<file path="src/rtl/fifo_uart_tx_pkg.sv">
// fifo_uart_tx_pkg: UART state encoding, idle line level and counter-width helper.
package fifo_uart_tx_pkg;
  localparam logic [2:0] ST_IDLE   = 3'd0;
  localparam logic [2:0] ST_START  = 3'd1;
  localparam logic [2:0] ST_DATA   = 3'd2;
  localparam logic [2:0] ST_PARITY = 3'd3;
  localparam logic [2:0] ST_STOP   = 3'd4;
  localparam logic UART_IDLE_LEVEL = 1'b1;
  function automatic int clog2_min1(input int v);
    return (v > 1) ? $clog2(v) : 1;
  endfunction
endpackage

</file>
<file path="src/rtl/fifo_uart_tx_baud.sv">
// uart_baud_gen: per-bit clock counter; bit_end_o marks the last clock of each serial bit.
module uart_baud_gen #(
  parameter int DIVISOR  = 16,
  parameter int CNT_BITS = 4
) (
  input  logic clk,
  input  logic reset_n,
  input  logic en_i,
  output logic bit_end_o
);
  logic [CNT_BITS-1:0] cnt_q, cnt_d;
  assign bit_end_o = en_i && (cnt_q == CNT_BITS'(DIVISOR - 1));
  assign cnt_d = (!en_i || bit_end_o) ? '0 : cnt_q + 1'b1;
  always_ff @(posedge clk or negedge reset_n)
    if (!reset_n) cnt_q <= '0;
    else cnt_q <= cnt_d;
endmodule

</file>
<file path="src/rtl/fifo_uart_tx.sv">
// fifo_uart_tx: pops a fallthrough FIFO and serializes each byte as 8N1, LSB first.
// Define FIFO_UART_TX_PARITY_EN to insert an even-parity bit before the stop bit.
module fifo_uart_tx
  import fifo_uart_tx_pkg::*;
#(
  parameter int DIVISOR   = 16,
  parameter int DATA_BITS = 8,
  parameter int CNT_BITS  = clog2_min1(DIVISOR)
) (
  input  logic                 clk,
  input  logic                 reset_n,
  input  logic                 data_available,
  input  logic [DATA_BITS-1:0] read_data,
  output logic                 read_strobe,
  output logic                 serial,
  output logic                 busy
);
  localparam int BIT_W = $clog2(DATA_BITS) + 1;
  logic [2:0]           state_q, state_d;
  logic [DATA_BITS-1:0] shift_q, shift_d;
  logic [BIT_W-1:0]     bit_q, bit_d;
  logic                 serial_q, serial_d, strobe_q, pop, bit_end, last_data, data_end;
`ifdef FIFO_UART_TX_PARITY_EN
  logic                 par_q, par_d;
`endif
  uart_baud_gen #(.DIVISOR(DIVISOR), .CNT_BITS(CNT_BITS)) u_baud (
    .clk       (clk),
    .reset_n   (reset_n),
    .en_i      (state_q != ST_IDLE),
    .bit_end_o (bit_end)
  );
  assign data_end  = state_q == ST_DATA && bit_end;
  assign last_data = data_end && bit_q == BIT_W'(DATA_BITS - 1);
  // The only two pop points; a stale data_available anywhere else is ignored.
  assign pop = data_available && (state_q == ST_IDLE || (state_q == ST_STOP && bit_end));
  assign read_strobe = strobe_q;
  assign serial      = serial_q;
  assign busy        = state_q != ST_IDLE;
  always_ff @(posedge clk or negedge reset_n)
    if (!reset_n) begin
      state_q  <= ST_IDLE;
      shift_q  <= '0;
      bit_q    <= '0;
      serial_q <= UART_IDLE_LEVEL;
      strobe_q <= 1'b0;
`ifdef FIFO_UART_TX_PARITY_EN
      par_q    <= 1'b0;
`endif
    end else begin
      state_q  <= state_d;
      shift_q  <= shift_d;
      bit_q    <= bit_d;
      serial_q <= serial_d;
      strobe_q <= pop;
`ifdef FIFO_UART_TX_PARITY_EN
      par_q    <= par_d;
`endif
    end
  always_comb begin
    state_d = state_q;
    unique case (state_q)
      ST_IDLE:   state_d = data_available ? ST_START : ST_IDLE;
      ST_START:  state_d = bit_end ? ST_DATA : ST_START;
`ifdef FIFO_UART_TX_PARITY_EN
      ST_DATA:   state_d = last_data ? ST_PARITY : ST_DATA;
      ST_PARITY: state_d = bit_end ? ST_STOP : ST_PARITY;
`else
      ST_DATA:   state_d = last_data ? ST_STOP : ST_DATA;
`endif
      ST_STOP:   state_d = bit_end ? (data_available ? ST_START : ST_IDLE) : ST_STOP;
      default:   state_d = ST_IDLE;
    endcase
  end
  // serial is computed from the next state so the registered pin lines up with state_q.
  always_comb begin
    shift_d = pop ? read_data : data_end ? shift_q >> 1 : shift_q;
    bit_d   = pop ? '0 : data_end ? bit_q + 1'b1 : bit_q;
`ifdef FIFO_UART_TX_PARITY_EN
    par_d    = pop ? ^read_data : par_q;
    serial_d = state_d == ST_START ? 1'b0 : state_d == ST_DATA ? shift_d[0] :
               state_d == ST_PARITY ? par_d : UART_IDLE_LEVEL;
`else
    serial_d = state_d == ST_START ? 1'b0 : state_d == ST_DATA ? shift_d[0] : UART_IDLE_LEVEL;
`endif
  end
endmodule
</file>
<file path="config.mk">
export PLATFORM = sky130hd
export DESIGN_NAME = fifo_uart_tx
export DESIGN_NICKNAME = d
export VERILOG_FILES = /design/src/rtl/fifo_uart_tx_pkg.sv /design/src/rtl/fifo_uart_tx_baud.sv /design/src/rtl/fifo_uart_tx.sv
export SDC_FILE = /design/constraint.sdc
export NUM_CORES = 1
export LEC_CHECK = 0
export BUFFER_PORTS_ARGS = -buffer_cell sky130_fd_sc_hd__buf_2
export CORE_MARGIN = 10
export CORE_UTILIZATION = 30
export DETAILED_ROUTE_END_ITERATION = 10
export PLACE_DENSITY = 0.6
export SYNTH_ARGS = -nofsm -noshare
export SYNTH_HDL_FRONTEND = slang
export SYNTH_SLANG_ARGS = --single-unit
</file>
<file path="constraint.sdc">
create_clock -name clk -period 1.76 [get_ports clk]
set_input_delay 0.088 -clock clk [delete_from_list [all_inputs] [get_ports clk]]
set_output_delay 0.088 -clock clk [all_outputs]
set_load 0.005 [all_outputs]
</file>
==> flow_summary.ini <==
[timing]
fin_tns_setup_ns = 0
hold_viol_final = 0
period_share_pct = 91.91
finalMaxSlewViolations = 0
rsz0062_at_grt = false
fmax_mhz = 618.2
finClkSkew_ns = 0.005295
min_period_ns = 1.618
tightest_slew_ns = 0.4686
setup_violations = 0
slew_headroom_pct = 68.76

[logic_synthesis]
synth_top_area_share_pct = 50.19
synth_area_um2 = 997.2
ys_ff_latch = 21
synth_edf_count = 0
ys_async_sr_fraction_pct = 100.0
syn_nets = 102
syn_inst = 89
synth.area.top_cells = dfrtp_1 (50%), a22o_2 (5.0%), a21o_1 (4.5%), nand2_1 (4.5%), xor2_1 (3.5%)
synth.avg_cell_area_um2 = 11.20
synth-warning-count = 0
yosys.area.top_type = dfrtp_1
ys_seq_area_share_pct = 52.82
synth.distinct_cells = 31
ys.flop_type = dfrtp_1

[worst_setup_path]
start_kind = flop
cp-end-kind = flop
critPathKind = reg -> reg
required_ns = 1.97
cp_max_fo = 8
arrival_ns = 1.82

[global_routing]
use_met3_pct = 3.687
grt_pass1_vias = 806
grt_busiest_layer = met2
antenna_found_initial = 0
grt_max_degree = 22
grt.total_usage_pct = 7.217
grt_first_pass_wirelength_um = 3691
overflow = 0
met1_usage_pct = 9.146
use_met2_pct = 10.61

[pwr]
power_uw = 1654
pwr_density_cell_nw_per_um2 = 1339
peakVddDrop_v = 0.0005672
p_leak_uw = 0.0005992

[clocking]
numClockSinks = 21
clock_latency_ns = 0.31
cts_buffers = 3
cts.reportedPaths.clkPinSlew_ns = 0.12
htreeDepth = 1
clock-root-buffer = clkbuf_4
clockBufferDepth = 2
tritoncts = yes

[detailed_routing]
avgViaCountPerCell = 4.579
ant_nets = 0
vias = 728
dr.pass1.iters = 4
avgRoutedWirePerCell_um = 12.73
drt-initial-drc-count = 45
wl_um = 2024
drc = 0

[outcome]
status = complete, no violations

[finish]
syn_to_final_growth_pct = 23.84
most-common-layout-cells = dfrtp_1 (20), buf_2 (13), nand2_1 (12)
drive_gt1_share_pct = 33.91
ff_latch_area_um2 = 526.8
antenna_cells = 0
multi_input_area_um2 = 452.9
final_nets = 129
fillers = 316
final_common_cell = dfrtp_1

[floorplan]
die_w_um = 77.66
dieHeight_um = 77.66
rows = 20
ios = 14
start_util_pct = 31.88
core_um2 = 3128
die_area_um2 = 6030

[flow_run]
max-cap-violations = 0

[placement]
portBuffers = 13
hpwl_um = 1441
routabilityCongestion = 0.7263

[min_path]
hp-class = in -> reg
report_power, final:
group | total [µW] | internal [µW] | leakage [µW] | switching [µW]
clock network | 238 | 88.5 | 0.0000150 | 149
registers | 834 | 687 | 0.000264 | 147
logic | 582 | 328 | 0.000320 | 255
cell usage after synthesis, drive strengths merged, types with 2 or more instances:
library cell / number
xor2: 4
inv: 2
buf: 2
dfrtp: 20
ha: 2
a22o: 6
nand3: 4
nor2: 9
nand2: 12
a21oi: 2
o21ai: 2
and2: 2
and3: 4
a21o: 6
stage by stage:
| stage | instance area (µm²) | worst slack (ns) | util, % | hold slack (ns) | cells |
|---|---|---|---|---|---|
| 2_1_floorplan | 997.2 | 0.04897 | - | -0.2076 | 89 |
| 3_3_place_gp | 1140 | 0.1251 | 36.44 | 0.06715 | 149 |
| 3_5_place_dp | 1140 | 0.07096 | 36.44 | 0.07373 | 149 |
| 4_1_cts | 1196 | 0.03844 | 38.24 | 0.06196 | 156 |
| 5_1_grt | 1235 | 0.004248 | 39.48 | 0.07812 | 159 |
| 6_report | 1235 | 0.1424 | 39.48 | 0.07327 | 159 |
registers in the layout, summed over array words and instances (netlist names):
name / count
shift_q: 8
u_baud.cnt_q: 4
read_strobe: 1
state_q: 3
serial: 1
bit_q: 4
kinds of logic after synthesis:
group                    synth area share (%)
buffers and inverters                   3.011
AO/OA/AOI/OAI                           17.57
XOR/XNOR                                4.391
AND/OR/NAND/NOR                         18.69
multiplexers                            1.004
flip-flops                              52.82
adder cells (fa/ha/maj)                 2.509
timing repair:
| item | in CTS | in global routing |
|---|---|---|
| gates resized for setup | 0 | 3 |
| endpoints found under the hold margin | 22 | 0 |
| setup endpoints to repair | 0 | 12 |
| hold buffers | 3 | 0 |
| setup buffers | 0 | 3 |
path summary, 6_finish.rpt:
check,startpoint,cells past startpoint,end,slack (ns)
max reg2reg,u_baud.cnt_q[0],6,shift_q[5],0.14
min,read_data[2],3,shift_q[2],0.07
min in group asynchronous,reset_n,2,u_baud.cnt_q[0],0.25
max,u_baud.cnt_q[0],6,shift_q[5],0.14
min reg2reg,shift_q[6],1,shift_q[6],0.49
max in group asynchronous,reset_n,2,serial,1.17
area by class of cell:
type / count / share of cell area (%)
Tap cell: 44 / 4.458
Multi-Input combinational cell: 63 / 36.68
Clock buffer: 4 / 2.128
Timing Repair Buffer: 25 / 13.48
Sequential cell: 21 / 42.65
Inverter: 2 / 0.6079
worst max-delay path: stages (launching register included):
cell and delay, ns:
dfrtp_1 0.41, ha_4 0.17, nand3_2 0.10, a2111oi_4 0.38, buf_6 0.18, nor2_2 0.07
a21o_1 0.20
routing by layer:
metal  vias to the layer above  part of all wire [%]
met3                         4                   6.7
met1                       340                    50
met5                         -                     0
li1                        365                     -
met4                         0                  0.94
met2                        19                    42
No activity file was read; power rests on OpenSTA's default activity.
